--- src/rtl/serv_dbus_pkg.sv ---
// Shared types and constants for the SERV serial data-bus adapter.
// Optional feature macro used by this slice: SERV_DBUS_MISALIGN_EN.
package serv_dbus_pkg;

    typedef enum logic [1:0] {
        IDLE = 2'd0,
        BUSY = 2'd1,
        WAIT = 2'd2
    } dbus_state_t;

    localparam logic [1:0] SZ_BYTE = 2'd0;
    localparam logic [1:0] SZ_HALF = 2'd1;
    localparam logic [1:0] SZ_WORD = 2'd2;

    localparam logic [5:0] W_BYTE = 6'd8;
    localparam logic [5:0] W_HALF = 6'd16;
    localparam logic [5:0] W_WORD = 6'd32;

    function automatic logic [1:0] size_enc(input logic word, input logic half);
        if (word) begin
            size_enc = SZ_WORD;
        end else if (half) begin
            size_enc = SZ_HALF;
        end else begin
            size_enc = SZ_BYTE;
        end
    endfunction

    function automatic logic [5:0] size_width(input logic [1:0] sz);
        case (sz)
            SZ_BYTE: size_width = W_BYTE;
            SZ_HALF: size_width = W_HALF;
            SZ_WORD: size_width = W_WORD;
            default: size_width = W_WORD;
        endcase
    endfunction

endpackage

--- src/rtl/serv_dbus_lane.sv ---
// Byte-lane select, store-data replication and misalignment detect.
// Misalignment detection only exists when SERV_DBUS_MISALIGN_EN is defined.
module serv_dbus_lane
    import serv_dbus_pkg::*;
(
    input  logic [1:0]  size,
    input  logic [1:0]  lsb,
    input  logic [31:0] dat,
    output logic [3:0]  sel,
    output logic [31:0] wdat,
    output logic        misalign
);

    // Lane select and replicated write data per access size
    always_comb begin
        sel  = 4'b1111;
        wdat = dat;
        case (size)
            SZ_BYTE: begin
                sel  = 4'b0001 << lsb;
                wdat = {4{dat[7:0]}};
            end
            SZ_HALF: begin
                sel  = lsb[1] ? 4'b1100 : 4'b0011;
                wdat = {2{dat[15:0]}};
            end
            SZ_WORD: begin
                sel  = 4'b1111;
                wdat = dat;
            end
            default: begin
                sel  = 4'b1111;
                wdat = dat;
            end
        endcase
    end

`ifdef SERV_DBUS_MISALIGN_EN
    assign misalign = ((size == SZ_WORD) & (|lsb)) | ((size == SZ_HALF) & lsb[0]);
`else
    assign misalign = 1'b0;
`endif

endmodule

--- src/rtl/serv_dbus_serdes.sv ---
// Bit-serial <-> 32-bit parallel data-bus adapter for SERV loads and stores.
// Define SERV_DBUS_MISALIGN_EN to block misaligned requests.
module serv_dbus_serdes
    import serv_dbus_pkg::*;
(
    input  logic        i_clk,
    input  logic        i_rst,
    input  logic        i_cnt_en,
    input  logic        i_init,
    input  logic        i_run,
    input  logic [4:0]  i_cnt,
    input  logic        i_dbus_cyc,
    input  logic        i_mem_cmd,
    input  logic        i_signed,
    input  logic        i_word,
    input  logic        i_half,
    input  logic [1:0]  i_lsb,
    input  logic        i_rs2,
    output logic        o_rd,
    output logic        o_misalign,
    output logic        o_rdy,
    output logic        o_cyc,
    output logic        o_we,
    output logic [3:0]  o_sel,
    output logic [31:0] o_dat,
    input  logic [31:0] i_dat,
    input  logic        i_ack
);

    dbus_state_t state_r;
    dbus_state_t state_nxt_s;
    logic        cyc_nxt_s;
    logic        rdy_nxt_s;
    logic [31:0] dat_r;
    logic        sbit_r;
    logic [1:0]  size_s;
    logic [5:0]  width_s;
    logic        misalign_s;
    logic        load_cap_s;
    logic        sbit_cap_s;

    assign size_s  = size_enc(i_word, i_half);
    assign width_s = size_width(size_s);

    serv_dbus_lane u_lane (
        .size     (size_s),
        .lsb      (i_lsb),
        .dat      (dat_r),
        .sel      (o_sel),
        .wdat     (o_dat),
        .misalign (misalign_s)
    );

    assign o_misalign = misalign_s;
    assign o_we       = o_cyc & i_mem_cmd;

    // Acks outside BUSY are stale and must not disturb the data register
    assign load_cap_s = (state_r == BUSY) & i_ack & ~i_mem_cmd;
    assign sbit_cap_s = i_run & i_cnt_en &
                        (((size_s == SZ_BYTE) & (i_cnt == 5'd7)) |
                         ((size_s == SZ_HALF) & (i_cnt == 5'd15)));

    // Bus FSM next state; WAIT absorbs the still-asserted request level
    always_comb begin
        state_nxt_s = state_r;
        cyc_nxt_s   = 1'b0;
        rdy_nxt_s   = 1'b0;
        case (state_r)
            IDLE: begin
                if (i_dbus_cyc & ~misalign_s) begin
                    state_nxt_s = BUSY;
                    cyc_nxt_s   = 1'b1;
                end else begin
                    state_nxt_s = IDLE;
                end
            end
            BUSY: begin
                if (i_ack) begin
                    state_nxt_s = WAIT;
                    rdy_nxt_s   = 1'b1;
                end else begin
                    cyc_nxt_s   = 1'b1;
                end
            end
            WAIT: begin
                if (~i_dbus_cyc) begin
                    state_nxt_s = IDLE;
                end else begin
                    state_nxt_s = WAIT;
                end
            end
            default: begin
                state_nxt_s = IDLE;
            end
        endcase
    end

    // Bus FSM state and registered handshake outputs
    always_ff @(posedge i_clk) begin
        if (i_rst) begin
            state_r <= IDLE;
            o_cyc   <= 1'b0;
            o_rdy   <= 1'b0;
        end else begin
            state_r <= state_nxt_s;
            o_cyc   <= cyc_nxt_s;
            o_rdy   <= rdy_nxt_s;
        end
    end

    // Shared data register: store deserialise, load capture, load serialise
    always_ff @(posedge i_clk) begin
        if (i_rst) begin
            dat_r <= 32'd0;
        end else if (load_cap_s) begin
            dat_r <= i_dat >> {i_lsb, 3'b000};
        end else if (i_init & i_cnt_en) begin
            dat_r <= {i_rs2, dat_r[31:1]};
        end else if (i_run & i_cnt_en) begin
            dat_r <= {1'b0, dat_r[31:1]};
        end else begin
            dat_r <= dat_r;
        end
    end

    // Sign bit of a narrow load, taken as its top bit passes dat[0]
    always_ff @(posedge i_clk) begin
        if (i_rst) begin
            sbit_r <= 1'b0;
        end else if (sbit_cap_s) begin
            sbit_r <= dat_r[0];
        end else begin
            sbit_r <= sbit_r;
        end
    end

    // Serial load bit with zero/sign extension above the access size
    always_comb begin
        if ({1'b0, i_cnt} < width_s) begin
            o_rd = dat_r[0];
        end else begin
            o_rd = i_signed & sbit_r;
        end
    end

endmodule

--- config.mk ---
export PLATFORM = sky130hd
export DESIGN_NAME = serv_dbus_serdes
export DESIGN_NICKNAME = d
export VERILOG_FILES = /design/src/rtl/serv_dbus_pkg.sv /design/src/rtl/serv_dbus_lane.sv /design/src/rtl/serv_dbus_serdes.sv
export SDC_FILE = /design/constraint.sdc
export NUM_CORES = 1
export LEC_CHECK = 0
export CAP_MARGIN = 0
export CORE_UTILIZATION = 37
export CTS_CLUSTER_SIZE = 20
export DETAILED_ROUTE_END_ITERATION = 10
export PLACE_DENSITY = 0.68
export SKIP_LAST_GASP = 1
export SLEW_MARGIN = 15
export SYNTH_ARGS = -nofsm -noshare
export SYNTH_HDL_FRONTEND = slang
export SYNTH_SLANG_ARGS = --single-unit
--- constraint.sdc ---
create_clock -name i_clk -period 2.1 [get_ports i_clk]
set_input_delay 0.315 -clock i_clk [delete_from_list [all_inputs] [get_ports i_clk]]
set_output_delay 0.315 -clock i_clk [all_outputs]
set_load 0.02 [all_outputs]
After elaboration in Yosys (flattened, before gate mapping)
Cells that the tools add are included.
{"block": "word_totals", "regBits": 37, "input_bits": 51, "out_inout_bits": 41, "elab_cells": 48}
{"block": "classes", "magnitude_cmp": 1, "n_eq_ne": 6, "shifts": 2, "mux": 18, "n_bitwise": 12, "reduce_logical": 4}
{"op": "32-bit two-way mux", "n": 3}
{"op": "32-bit case mux with 2 select lines", "n": 1}
{"op": "32-bit by 5-bit right shift with 32-bit output", "n": 1}
{"op": "6-bit case mux with 2 select lines", "n": 1}
{"op": "1-bit bitwise AND", "n": 9}
{"op": "4-bit case mux with 2 select lines", "n": 1}
{"op": "5-bit by 6-bit less-than comparator with 1-bit output", "n": 1}
{"op": "1-bit two-way mux", "n": 6}
{"op": "2-bit two-way mux", "n": 3}
{"op": "2-bit case mux with 3 select lines", "n": 1}
{"op": "5-bit by 3-bit equality test with 1-bit output (second input constant)", "n": 1}
{"op": "5-bit by 4-bit equality test with 1-bit output (second input constant)", "n": 1}
{"op": "2-bit by 1-bit equality test with 1-bit output (second input constant)", "n": 2}
{"op": "2-bit zero test", "n": 2}
{"op": "4-bit two-way mux", "n": 1}
{"op": "1-bit by 2-bit left shift with 4-bit output (first input constant)", "n": 1}
{"op": "3-bit nonzero test", "n": 1}
{"op": "2-bit equality test (second input constant)", "n": 1}
{"op": "2-bit != test (second input constant)", "n": 1}
{"op": "1-bit inverter", "n": 2}
{"op": "1-bit case mux with 2 select lines", "n": 1}
{"op": "2-bit OR reduction", "n": 1}
{"op": "1-bit bitwise OR", "n": 1}

Longest topological paths before layout
{"block": "depth", "ltp_word": 6, "depth_mapped": 7, "depth_no_buf": 5}

Hierarchy
From an unflattened synthesis, not the netlist that was laid out.
{"block": "hier_totals", "hier_cells": 312, "hier_area_um2": 2683.8}
{"module": "serv_dbus_serdes", "instances": 1, "cells_each": 250, "area_each_um2": 2148.3}
{"module": "serv_dbus_lane", "instances": 1, "cells_each": 62, "area_each_um2": 535.5}

Least setup slack after synthesis
Ideal clock, no wire load.
{"block": "synth_timing", "path_kind": "input -> output", "start": "in i_half", "end": "out o_rd", "arrival_ps": 1769, "required_ps": 1785, "path_slack_ps": 16, "path_stages": 7, "n_path_buf": 2, "path_cell_list": "clkbuf_1 -> buf_2 -> nand2b_1 -> ha_1 -> o21ai_0 -> a21oi_1 -> mux2i_1"}
{"block": "synth_between", "elab_chain_len": 6, "word_cells_on_any_way": 7, "classes_between": "order compare (1); eq/ne (1); mux (4); reduce/logical (1)"}
{"element": "start: declaration", "line": "serv_dbus_serdes.sv:16", "text": "input logic i_half,"}
{"element": "1-bit two-way mux (*)", "line": "serv_dbus_pkg.sv:22", "text": "end else if (half) begin"}
{"element": "2-bit two-way mux (*)", "line": "serv_dbus_pkg.sv:20", "text": "if (word) begin"}
{"element": "2-bit by 1-bit equality test with 1-bit output / 2-bit zero test (equally long branches)", "line": "serv_dbus_pkg.sv:30", "text": "case (sz)"}
{"element": "6-bit case mux with 2 select lines (*)", "line": "serv_dbus_pkg.sv:30"}
{"element": "5-bit by 6-bit less-than comparator with 1-bit output (*)", "line": "serv_dbus_serdes.sv:139", "text": "if ({1'b0, i_cnt} < width_s) begin"}
{"element": "1-bit two-way mux (*)", "line": "serv_dbus_serdes.sv:139"}
{"element": "end: declaration", "line": "serv_dbus_serdes.sv:19", "text": "output logic o_rd,"}
Mark *: on every way between the ends. The rest lies on a longest branch, timed or not.

Worst setup path after layout
{"block": "layout_timing", "start": "in i_cnt[4]", "end": "out o_rd"}
{"block": "layout_between", "elab_chain_len": 2}
{"element": "start: declaration", "line": "serv_dbus_serdes.sv:11", "text": "input logic [4:0] i_cnt,"}
{"element": "5-bit by 6-bit less-than comparator with 1-bit output", "line": "serv_dbus_serdes.sv:139"}
{"element": "1-bit two-way mux", "line": "serv_dbus_serdes.sv:139"}
No other way between the ends.

==> flow_metrics.tcl <==
set metrics [dict create \
    syn_avg_cell_area_um2 8.51 \
    finalHoldViolations 0 \
    grt_max_degree 42 \
    ys_seq_area_frac 0.282 \
    fin_hold_ws_ps 496 \
    crit_slowest_cell "clkdlybuf4s50_1" \
    ff2ff_path_depth 4 \
    ir_drop_v 0.000285 \
    synth-seq-cells 37 \
    synth_ff_type "dfxtp_1" \
    reg2reg_from "state_r[0]$_SDFFE_PP0P_" \
    setup_viol 0 \
    dieArea_mm2 0.00743 \
    dp.final_hpwl_um 6250 \
    cts.clk_slew.worst_paths_ps 80 \
    r2r-end "dat_r[7]$_SDFFE_PP0P_" \
    viasPerCell 5.57 \
    synthArstFlopShare 0 \
    drv_slew 0 \
    row_count 30 \
    gp_congestion 0.871 \
    syn_inst 308 \
    htreeDepth 2 \
    path_cells "clkdlybuf4s50_1, ha_1, o21ai_0, a21oi_1, mux2i_1, buf_4" \
    setup.worst_path.start_class "input port" \
    leakage_nw 1.50 \
    critPathRequiredTime_ps 1780 \
    synth_nets 360 \
    worst-path-buf-inv 2 \
    yosys-top-cells-count "37 x dfxtp_1, 33 x nand2_1, 31 x mux2_2" \
    n_antenna_cell 0 \
    finalClockSkew_ps 9.56 \
    final_util 0.554 \
    rrSetupSlack_ps 670 \
    crit_path_end_kind "output pin" \
    wl_um 8350 \
    fin_crit_sh 0.916 \
    clk_latency_ps 300 \
    ios 92 \
    cts_tree "done" \
    path_class "in2out" \
    grt.total_usage 0.228 \
    min_path_cells 2 \
    antenna_found_initial 0 \
    synth_area_mm2 0.00262 \
    synth-edff-count 0 \
    core_mm2 0.00683 \
    start_util 0.384 \
    wire_per_inst_um 16.9 \
    rsz0062_at_grt "no" \
    final_layout_size_suffix_gt1_frac 0.223 \
    power_density_mw_per_mm2 502 \
    power_w 0.00190 \
    yosysWarnings 0 \
    min_to "sbit_r$_SDFFE_PP0P_" \
    vias 2758 \
    status "completed" \
    yosys-top-cells-area "dfxtp_1 28%, mux2_2 13%, mux2i_1 9.9%" \
    grt_pass1_wl_um 13300 \
    ys_types 38 \
    gr-total-overflow 0 \
    critical-path-max-stage-delay_ps 420 \
    areaGrowthSynthToFinish_pct 44.4 \
    fillers 648 \
    drc 0 \
    maxCapViolations 0 \
    path_max_fanout 2 \
    synth.largest_area_cell "dfxtp_1" \
    ant_nets 0 \
    die-height_um 86.2 \
    drt_iter0_drc 170 \
    die_w_um 86.2 \
    yosysMostFrequentCell "dfxtp_1" \
    cts.sinks 37 \
    hold_class "reg2reg" \
    max_freq_ghz 0.520 \
    final_net_count 450 \
    synth.top_cell.area_share 0.282 \
    grt_pass1_vias 2625 \
    io_buffers 90 \
    period_minus_slack_ps 1920 \
    root_buffer "clkbuf_8" \
    worstHoldStart "sbit_r$_SDFFE_PP0P_" \
    cts_buffers 5 \
    worstPathArrival_ps 1610 \
    cts_buffer_depth 2 \
    cpLargestDelayFamily "buffers and inverters" \
    drt_first_pass_iters 4 \
]
placed cells by master, fill, tap and decap left out, drive strengths merged, types with 10 or more instances in the layout:
cell type      synthesis  routed
a211oi                18      18
a21oi                 17      17
buf                   27      32
clkbuf                10      10
clkdlybuf4s15          0      11
clkdlybuf4s50          0      59
dfxtp                 37      37
dlygate4sd2            0      12
mux2                  31      31
mux2i                 26      26
nand2                 33      33
nor2                  13      13
o21ai                 19      19
metal layers:
layer  up-vias  share of wire  track usage
met3        15          0.066       0.0514
met4         0          0.019       0.0712
met2       102           0.47        0.374
met1      1335           0.45        0.299
li1       1306              -            -
met5         -              0            0
layout make-up:
class	count	area, um2	area share
inverters	3	11.3	0.00297
clock buffers	7	96.3	0.0254
flip-flops and latches	37	741	0.196
multi-input cells	231	1650	0.436
clock inverters	1	5.00	0.00132
well taps	96	120	0.0317
repair buffers	120	1160	0.307
registers in the layout (all words and copies together) (netlist names):
name	count
dat_r	32
state_r	2
o_cyc	1
o_rdy	1
sbit_r	1
cells by family (layout without fill, tap and decap cells):
family                     count (synthesis)  count (layout)  share of synthesized area
AOI/OAI and AO/OA                         84              84                      0.219
xor gates and xnor gates                   1               1                    0.00334
adders and majority gates                  1               1                    0.00477
buffers and inverters                     40             131                     0.0902
DFF                                       37              37                      0.282
muxes                                     57              57                      0.232
other                                      1               1                    0.00143
and+or+nand+nor                           87              87                      0.166
where the power goes:
part | total, W | internal [W] | switching [W]
combinational | 0.000564 | 0.000288 | 0.000276
sequential | 0.000774 | 0.000740 | 0.0000334
clock | 0.000564 | 0.000297 | 0.000267
tightest hold or removal path, stage by stage (launching register included):
cell,delay [ps]
dfxtp_1,320
nand2b_1,70
mux2i_1,60
worst max-delay path by stage:
stage	startpoint	to	slack [ps]	cells after the start
CTS	i_word	o_dat[23]	-120	5
global route	i_cnt[4]	o_rd	110	6
global placement	i_half	o_dat[14]	-480	5
detailed placement	i_half	o_dat[11]	-500	5
floorplan	i_half	o_rd	20	7
finish	i_cnt[4]	o_rd	180	6
per-stage QoR:
step                instance area [um2]  worst slack [ps]  TNS (ps)  instances
CTS                                3780              -119      -280        495
finish                             3790               176         0        495
detailed placement                 3660              -504     -8200        486
floorplan                          2620              15.8         0        308
global route                       3790               112         0        495
global placement                   3660              -482     -7940        486
repair_timing:
action | in CTS | in global routing
resized for setup | 65 | 12
hold buffers | 0 | 0
endpoints found under the setup margin | 28 | 21
buffers inserted | 1 | 0
pin swaps | 2 | 1
(Power assumes the default switching activity.)
